<file path="config.mk">
export PLATFORM = sky130hd
export DESIGN_NAME = multicore_run_controller_flat
export DESIGN_NICKNAME = d
export VERILOG_FILES = /design/src/rtl/multicore_run_controller_if.sv /design/src/rtl/multicore_run_controller.sv /design/src/flat_wrapper.sv
export SDC_FILE = /design/constraint.sdc
export NUM_CORES = 1
export LEC_CHECK = 0
export CAP_MARGIN = 20
export CORE_ASPECT_RATIO = 1.1
export CORE_UTILIZATION = 45
export DETAILED_ROUTE_END_ITERATION = 16
export HOLD_SLACK_MARGIN = 0.05
export PLACE_DENSITY = 0.88
export SETUP_SLACK_MARGIN = 0.05
export SYNTH_ARGS = -nofsm -noshare
export SYNTH_HDL_FRONTEND = slang
export SYNTH_SLANG_ARGS = --single-unit
</file>
<file path="constraint.sdc">
create_clock -name clk -period 2.7 [get_ports clk]
set_input_delay 0.54 -clock clk [delete_from_list [all_inputs] [get_ports clk]]
set_output_delay 0.54 -clock clk [all_outputs]
set_load 0.1 [all_outputs]
</file>
<file path="src/rtl/multicore_run_controller_if.sv">
//------------------------------------------------------------------------------
// multicore_run_controller_if : host/DRAM/core bundle for the run controller
// Revision 1.0
//------------------------------------------------------------------------------
`default_nettype none

interface multicore_run_controller_if #(
   parameter int NUM_CORES = 4,
   parameter int ADDR_W    = 12,
   parameter int DATA_W    = 32,
   parameter int CYC_W     = 32
);
   logic                 start;
   logic [NUM_CORES-1:0] core_mask;
   logic                 load_valid;
   logic [DATA_W-1:0]    load_data;
   logic                 load_last;
   logic                 load_ready;
   logic [ADDR_W-1:0]    mem_addr;
   logic [DATA_W-1:0]    mem_wdata;
   logic                 mem_we;
   logic [DATA_W-1:0]    mem_rdata;
   logic [NUM_CORES-1:0] core_en;
   logic [NUM_CORES-1:0] core_end;
   logic                 rd_valid;
   logic [DATA_W-1:0]    rd_data;
   logic                 rd_ready;
   logic                 busy;
   logic                 done;
   logic                 err;
   logic [CYC_W-1:0]     cycle_count;

   // System side: host stream, DRAM read data and core status.
   modport master (
      output start, core_mask, load_valid, load_data, load_last,
             mem_rdata, core_end, rd_ready,
      input  load_ready, mem_addr, mem_wdata, mem_we, core_en,
             rd_valid, rd_data, busy, done, err, cycle_count
   );

   modport slave (
      input  start, core_mask, load_valid, load_data, load_last,
             mem_rdata, core_end, rd_ready,
      output load_ready, mem_addr, mem_wdata, mem_we, core_en,
             rd_valid, rd_data, busy, done, err, cycle_count
   );
endinterface

`default_nettype wire

</file>
<file path="src/rtl/multicore_run_controller.sv">
//------------------------------------------------------------------------------
// multicore_run_controller : load image, run masked cores, stream results back
// Revision 1.0
//------------------------------------------------------------------------------
`default_nettype none

module multicore_run_controller #(
   parameter int NUM_CORES = 4,
   parameter int ADDR_W    = 12,
   parameter int DATA_W    = 32,
   parameter int OUT_BASE  = 'h020,
   parameter int OUT_LEN   = 16,
   parameter int CYC_W     = 32
) (
   input wire logic                   clk,
   input wire logic                   rst,
   multicore_run_controller_if.slave  bus
);

   typedef enum logic [2:0] {
      S_IDLE    = 3'd0,
      S_LOAD    = 3'd1,
      S_RUN     = 3'd2,
      S_ISSUE   = 3'd3,
      S_CAPTURE = 3'd4,
      S_HOLD    = 3'd5,
      S_DONE    = 3'd6
   } state_t;

   localparam logic [ADDR_W-1:0] c_addr_max = '1;
   localparam logic [ADDR_W-1:0] c_out_base = ADDR_W'(OUT_BASE);
   localparam logic [ADDR_W-1:0] c_last_rd  = ADDR_W'(OUT_LEN - 1);
   localparam logic [CYC_W-1:0]  c_cyc_max  = '1;

   state_t               r_state;
   logic [NUM_CORES-1:0] r_mask;
   logic [ADDR_W-1:0]    r_wr_ptr;
   logic [ADDR_W-1:0]    r_rd_ptr;
   logic [CYC_W-1:0]     r_cycle;
   logic [NUM_CORES-1:0] r_core_en;
   logic                 r_load_ready;
   logic                 r_rd_valid;
   logic [DATA_W-1:0]    r_rd_data;
   logic                 r_busy;
   logic                 r_done;
   logic                 r_err;

   logic [ADDR_W-1:0]    w_mem_addr;
   logic [DATA_W-1:0]    w_mem_wdata;
   logic                 w_mem_we;

   always_ff @(posedge clk) begin
      if (rst) begin
         r_state      <= S_IDLE;
         r_mask       <= '0;
         r_wr_ptr     <= '0;
         r_rd_ptr     <= '0;
         r_cycle      <= '0;
         r_core_en    <= '0;
         r_load_ready <= 1'b0;
         r_rd_valid   <= 1'b0;
         r_rd_data    <= '0;
         r_busy       <= 1'b0;
         r_done       <= 1'b0;
         r_err        <= 1'b0;
      end else begin
         r_done <= 1'b0;
         r_err  <= 1'b0;
         case (r_state)
            S_IDLE: begin
               if (bus.start) begin
                  if (|bus.core_mask) begin
                     r_mask       <= bus.core_mask;
                     r_wr_ptr     <= '0;
                     r_cycle      <= '0;
                     r_load_ready <= 1'b1;
                     r_busy       <= 1'b1;
                     r_state      <= S_LOAD;
                  end else begin
                     r_err <= 1'b1;
                  end
               end
            end
            S_LOAD: begin
               if (bus.load_valid) begin
                  // Pointer parks at the top address rather than wrapping.
                  if (r_wr_ptr != c_addr_max) begin
                     r_wr_ptr <= r_wr_ptr + ADDR_W'(1);
                  end
                  if (bus.load_last || (r_wr_ptr == c_addr_max)) begin
                     r_err        <= ~bus.load_last;
                     r_load_ready <= 1'b0;
                     r_core_en    <= r_mask;
                     r_state      <= S_RUN;
                  end
               end
            end
            S_RUN: begin
               if ((bus.core_end & r_mask) == r_mask) begin
                  r_core_en <= '0;
                  r_rd_ptr  <= '0;
                  r_state   <= S_ISSUE;
               end else if (r_cycle != c_cyc_max) begin
                  r_cycle <= r_cycle + CYC_W'(1);
               end
            end
            S_ISSUE: begin
               r_state <= S_CAPTURE;
            end
            S_CAPTURE: begin
               r_rd_data  <= bus.mem_rdata;
               r_rd_valid <= 1'b1;
               r_state    <= S_HOLD;
            end
            S_HOLD: begin
               if (bus.rd_ready) begin
                  r_rd_valid <= 1'b0;
                  r_rd_ptr   <= r_rd_ptr + ADDR_W'(1);
                  if (r_rd_ptr == c_last_rd) begin
                     r_done  <= 1'b1;
                     r_state <= S_DONE;
                  end else begin
                     r_state <= S_ISSUE;
                  end
               end
            end
            S_DONE: begin
               r_busy  <= 1'b0;
               r_state <= S_IDLE;
            end
            default: begin
               r_state <= S_IDLE;
            end
         endcase
      end
   end

   // Load writes pass straight through so every accepted beat lands in the same cycle.
   always_comb begin
      w_mem_addr  = '0;
      w_mem_wdata = '0;
      w_mem_we    = 1'b0;
      case (r_state)
         S_LOAD: begin
            w_mem_addr  = r_wr_ptr;
            w_mem_wdata = bus.load_data;
            w_mem_we    = bus.load_valid;
         end
         S_ISSUE, S_CAPTURE, S_HOLD: begin
            w_mem_addr = c_out_base + r_rd_ptr;
         end
         default: begin
            w_mem_addr = '0;
         end
      endcase
   end

   assign bus.load_ready  = r_load_ready;
   assign bus.mem_addr    = w_mem_addr;
   assign bus.mem_wdata   = w_mem_wdata;
   assign bus.mem_we      = w_mem_we;
   assign bus.core_en     = r_core_en;
   assign bus.rd_valid    = r_rd_valid;
   assign bus.rd_data     = r_rd_data;
   assign bus.busy        = r_busy;
   assign bus.done        = r_done;
   assign bus.err         = r_err;
   assign bus.cycle_count = r_cycle;

endmodule

`default_nettype wire
</file>
<file path="src/flat_wrapper.sv">
// flat-port wrapper written by rule: the top's interface ports become plain ports
module multicore_run_controller_flat 
#(
   parameter int NUM_CORES = 4,
   parameter int ADDR_W    = 12,
   parameter int DATA_W    = 32,
   parameter int OUT_BASE  = 'h020,
   parameter int OUT_LEN   = 16,
   parameter int CYC_W     = 32
)
  (clk, rst, bus_start, bus_core_mask, bus_load_valid, bus_load_data, bus_load_last, bus_mem_rdata, bus_core_end, bus_rd_ready, bus_load_ready, bus_mem_addr, bus_mem_wdata, bus_mem_we, bus_core_en, bus_rd_valid, bus_rd_data, bus_busy, bus_done, bus_err, bus_cycle_count);
  multicore_run_controller_if #(.NUM_CORES(NUM_CORES), .ADDR_W(ADDR_W), .DATA_W(DATA_W), .CYC_W(CYC_W)) bus_i ();
  input wire logic clk;
  input wire logic rst;
  input wire logic [$bits(bus_i.start)-1:0] bus_start;
  input wire logic [$bits(bus_i.core_mask)-1:0] bus_core_mask;
  input wire logic [$bits(bus_i.load_valid)-1:0] bus_load_valid;
  input wire logic [$bits(bus_i.load_data)-1:0] bus_load_data;
  input wire logic [$bits(bus_i.load_last)-1:0] bus_load_last;
  input wire logic [$bits(bus_i.mem_rdata)-1:0] bus_mem_rdata;
  input wire logic [$bits(bus_i.core_end)-1:0] bus_core_end;
  input wire logic [$bits(bus_i.rd_ready)-1:0] bus_rd_ready;
  output wire logic [$bits(bus_i.load_ready)-1:0] bus_load_ready;
  output wire logic [$bits(bus_i.mem_addr)-1:0] bus_mem_addr;
  output wire logic [$bits(bus_i.mem_wdata)-1:0] bus_mem_wdata;
  output wire logic [$bits(bus_i.mem_we)-1:0] bus_mem_we;
  output wire logic [$bits(bus_i.core_en)-1:0] bus_core_en;
  output wire logic [$bits(bus_i.rd_valid)-1:0] bus_rd_valid;
  output wire logic [$bits(bus_i.rd_data)-1:0] bus_rd_data;
  output wire logic [$bits(bus_i.busy)-1:0] bus_busy;
  output wire logic [$bits(bus_i.done)-1:0] bus_done;
  output wire logic [$bits(bus_i.err)-1:0] bus_err;
  output wire logic [$bits(bus_i.cycle_count)-1:0] bus_cycle_count;
  assign bus_i.start = bus_start;
  assign bus_i.core_mask = bus_core_mask;
  assign bus_i.load_valid = bus_load_valid;
  assign bus_i.load_data = bus_load_data;
  assign bus_i.load_last = bus_load_last;
  assign bus_i.mem_rdata = bus_mem_rdata;
  assign bus_i.core_end = bus_core_end;
  assign bus_i.rd_ready = bus_rd_ready;
  assign bus_load_ready = bus_i.load_ready;
  assign bus_mem_addr = bus_i.mem_addr;
  assign bus_mem_wdata = bus_i.mem_wdata;
  assign bus_mem_we = bus_i.mem_we;
  assign bus_core_en = bus_i.core_en;
  assign bus_rd_valid = bus_i.rd_valid;
  assign bus_rd_data = bus_i.rd_data;
  assign bus_busy = bus_i.busy;
  assign bus_done = bus_i.done;
  assign bus_err = bus_i.err;
  assign bus_cycle_count = bus_i.cycle_count;
  multicore_run_controller #(.NUM_CORES(NUM_CORES), .ADDR_W(ADDR_W), .DATA_W(DATA_W), .OUT_BASE(OUT_BASE), .OUT_LEN(OUT_LEN), .CYC_W(CYC_W)) u_core (.clk(clk), .rst(rst), .bus(bus_i));
endmodule
</file>
==> results.json <==
{
  "fmaxAchievable_mhz": 396.8,
  "synth_cells": 654,
  "die_x_um": 105.9,
  "vdd_drop_max_v": 0.0004941,
  "min_period_over_period_pct": 93.34,
  "grt_pass1_wl_mm": 25.37,
  "layout_common_cells": "nand2_1, dfxtp_1, buf_4",
  "crit_path_end_kind": "output pin",
  "status": "completed",
  "gp_congestion": 0.8962,
  "ys_ff_latch": 104,
  "ys_seq_area_share_pct": 38.99,
  "die_h_um": 116.3,
  "drc": 0,
  "nets": 930,
  "crit_start": "u_core.r_state[2]",
  "drt_first_pass_iters": 5,
  "hpwl_mm": 11.97,
  "io_pins": 196,
  "worstMarginPinSlew_ns": 0.8371,
  "period_needed_ns": 2.520,
  "cts_htree_levels": 3,
  "path_clk_slew_ns": 0.07,
  "r2r_slack_ns": 0.45,
  "critPathKind": "flop to output pin",
  "max_slew_margin_pct": 44.19,
  "worstPathArrival_ns": 1.98,
  "final_common_cell": "nand2_1",
  "crit_path_end": "bus_mem_addr[8]",
  "clk_latency_ns": 0.35,
  "ys_warn_count": 0,
  "reg2reg_to": "u_core.bus.cycle_count[22]",
  "power.total_mw": 5.843,
  "hold_violations": 0,
  "clock-sinks": 104,
  "cts_made_buffers": 9,
  "ant_nets": 0,
  "max_cap_viol_count": 0,
  "grt_pass1_vias": 5085,
  "hold_path_class": "flop to flop",
  "grt_overflow": 0,
  "dr.first_iter.drc_count": 307,
  "place_area_um2": 7775,
  "fin_skew_ns": 0.006909,
  "routedWlPerCell_um": 16.11,
  "synth_fp_nets": 736,
  "rsz0062_at_grt": "false",
  "hold_buffers": 0,
  "critical_path.max_fanout": 9,
  "grt_max_degree": 47,
  "hold-worst-slack_ns": 0.4533,
  "die-area_um2": 12310,
  "n_fill_cell": 905,
  "cp.required_ns": 2.16,
  "start_util_pct": 46.47,
  "netlist_area_um2": 5340,
  "area_growth_pct": 51.22,
  "finalSetupViolCount": 0,
  "timing.rr.start": "u_core.r_state[2]",
  "ys_async_sr_fraction_pct": 0,
  "leakage_nw": 3.040,
  "synth_cell_type_count": 62,
  "num_rows": 41,
  "report.final.slew_viol_count": 0,
  "routed_wl_mm": 16.15,
  "antenna_found_initial": 0,
  "tns_ns": 0,
  "power_density_nw_per_um2": 723.6,
  "port_buffers": 195,
  "clockBufferDepth": 2,
  "core_area_um2": 11490,
  "clockRootBuffer": "clkbuf_16",
  "postCtsSetupRepairBufs": 0,
  "ys.flop_type": "dfxtp_1",
  "synth_edf_count": 0,
  "vias": 5630,
  "antenna_cells": 0,
  "syn_area_per_cell_um2": 8.165,
  "track_usage_pct": 25.73,
  "start_kind": "flop",
  "cts_tree": "done",
  "stdcell_area_um2": 8075,
  "drive_above_1_share_pct": 23.47,
  "viasPerCell": 5.619,
  "ff2ff_path_depth": 8
}
through the flow:
stage | setup slack [ns] | std cells | utilization, %
2_1_floorplan | -0.4079 | 654 | -
3_3_place_gp | 0.01102 | 987 | 67.66
3_5_place_dp | -0.02748 | 987 | 67.66
4_1_cts | 0.09779 | 1002 | 70.18
5_1_grt | 0.05742 | 1002 | 70.27
6_report | 0.1797 | 1002 | 70.27
cell families (layout without fill, tap and decap cells):
logic type      count (synthesis)  after routing  synth area share [%]
simple gates                  306            306                 31.33
compound gates                173            173                 21.60
flops                         104            104                 38.99
buf+inv                        49            247                 4.007
xor+xnor                       12             12                 1.968
mux                             6              6                 1.172
fa+ha+maj                       4              4                0.9372
cell usage after synthesis (4+ instances only):
master / count / share of area, %
nand2_1: 113 / 7.9
a41oi_1: 5 / 0.82
mux2i_1: 4 / 0.75
and2_1: 39 / 4.6
inv_1: 13 / 0.91
a21oi_1: 64 / 6.0
xor2_1: 9 / 1.5
o21ai_0: 33 / 3.1
nand2b_1: 8 / 0.94
nor2_1: 29 / 2.0
and3_1: 12 / 1.4
a2bb2oi_1: 4 / 0.66
ha_1: 4 / 0.94
o21a_1: 5 / 0.70
o31ai_1: 6 / 0.84
buf_2: 8 / 0.75
a31oi_1: 13 / 1.5
a31oi_2: 11 / 2.6
clkbuf_1: 24 / 1.7
nand4_1: 13 / 1.5
and4_1: 8 / 1.3
nor4_1: 11 / 1.3
a22o_1: 10 / 1.6
dfxtp_1: 104 / 39
nand3_1: 24 / 2.2
or3_1: 14 / 1.6
nor2b_1: 6 / 0.70
nor3_1: 8 / 0.75
how the worst min path moves through the flow:
stage                      startpoint                     end  slack, ns  cells after the start
2_1_floorplan        u_core.r_mask[0]        u_core.r_mask[0]       0.45                      2
3_3_place_gp   u_core.bus.rd_data[17]  u_core.bus.rd_data[17]       0.44                      2
3_5_place_dp    u_core.bus.rd_data[4]   u_core.bus.rd_data[4]       0.45                      2
4_1_cts         u_core.bus.rd_data[4]   u_core.bus.rd_data[4]       0.46                      2
5_1_grt        u_core.bus.rd_data[19]  u_core.bus.rd_data[19]       0.48                      2
6_report        u_core.bus.rd_data[4]   u_core.bus.rd_data[4]       0.45                      2
sequential cells by signal, summed over array words and instances (netlist names):
name and flops:
u_core.bus.busy 1, u_core.bus.core_en 4, u_core.bus.cycle_count 32, u_core.bus.done 1, u_core.bus.err 1, u_core.bus.load_ready 1, u_core.bus.rd_data 32, u_core.bus.rd_valid 1
u_core.r_mask 4, u_core.r_rd_ptr 12, u_core.r_state 3, u_core.r_wr_ptr 12
what timing repair did:
action	CTS	global route
resized for setup	1	4
hold endpoints to repair	0	0
setup endpoints to repair	1	11
layer usage:
| layer | GRT usage [%] | vias up | wire length, µm |
|---|---|---|---|
| met5 | 0 | - | 0 |
| met4 | 9.815 | 0 | 301 |
| met3 | 5.525 | 31 | 1229 |
| met2 | 45.32 | 248 | 8177 |
| met1 | 30.89 | 2607 | 6440 |
| li1 | - | 2744 | - |
where the power goes:
part	internal, mW	switching, mW	leakage (nW)
combinational	0.953	1.92	2.05
clock	0.735	0.565	0.145
sequential	1.60	0.0726	0.842
critical path: stages (launching register included):
cell	delay (ns)
dfxtp_1	0.56
nand2b_1	0.18
nand2_1	0.22
inv_1	0.17
o21ai_1	0.28
buf_12	0.21
area by class of cell:
type	count	area, µm²	share of cell area, %
Timing Repair Buffer	219	2399	29.70
Sequential cell	104	2090	25.88
Inverter	13	48.80	0.6043
Tap cell	150	187.7	2.324
Multi-Input combinational cell	501	3063	37.93
Clock buffer	11	242.7	3.006
Clock inverter	4	45.04	0.5578
Power figures use the tool's default switching activity.
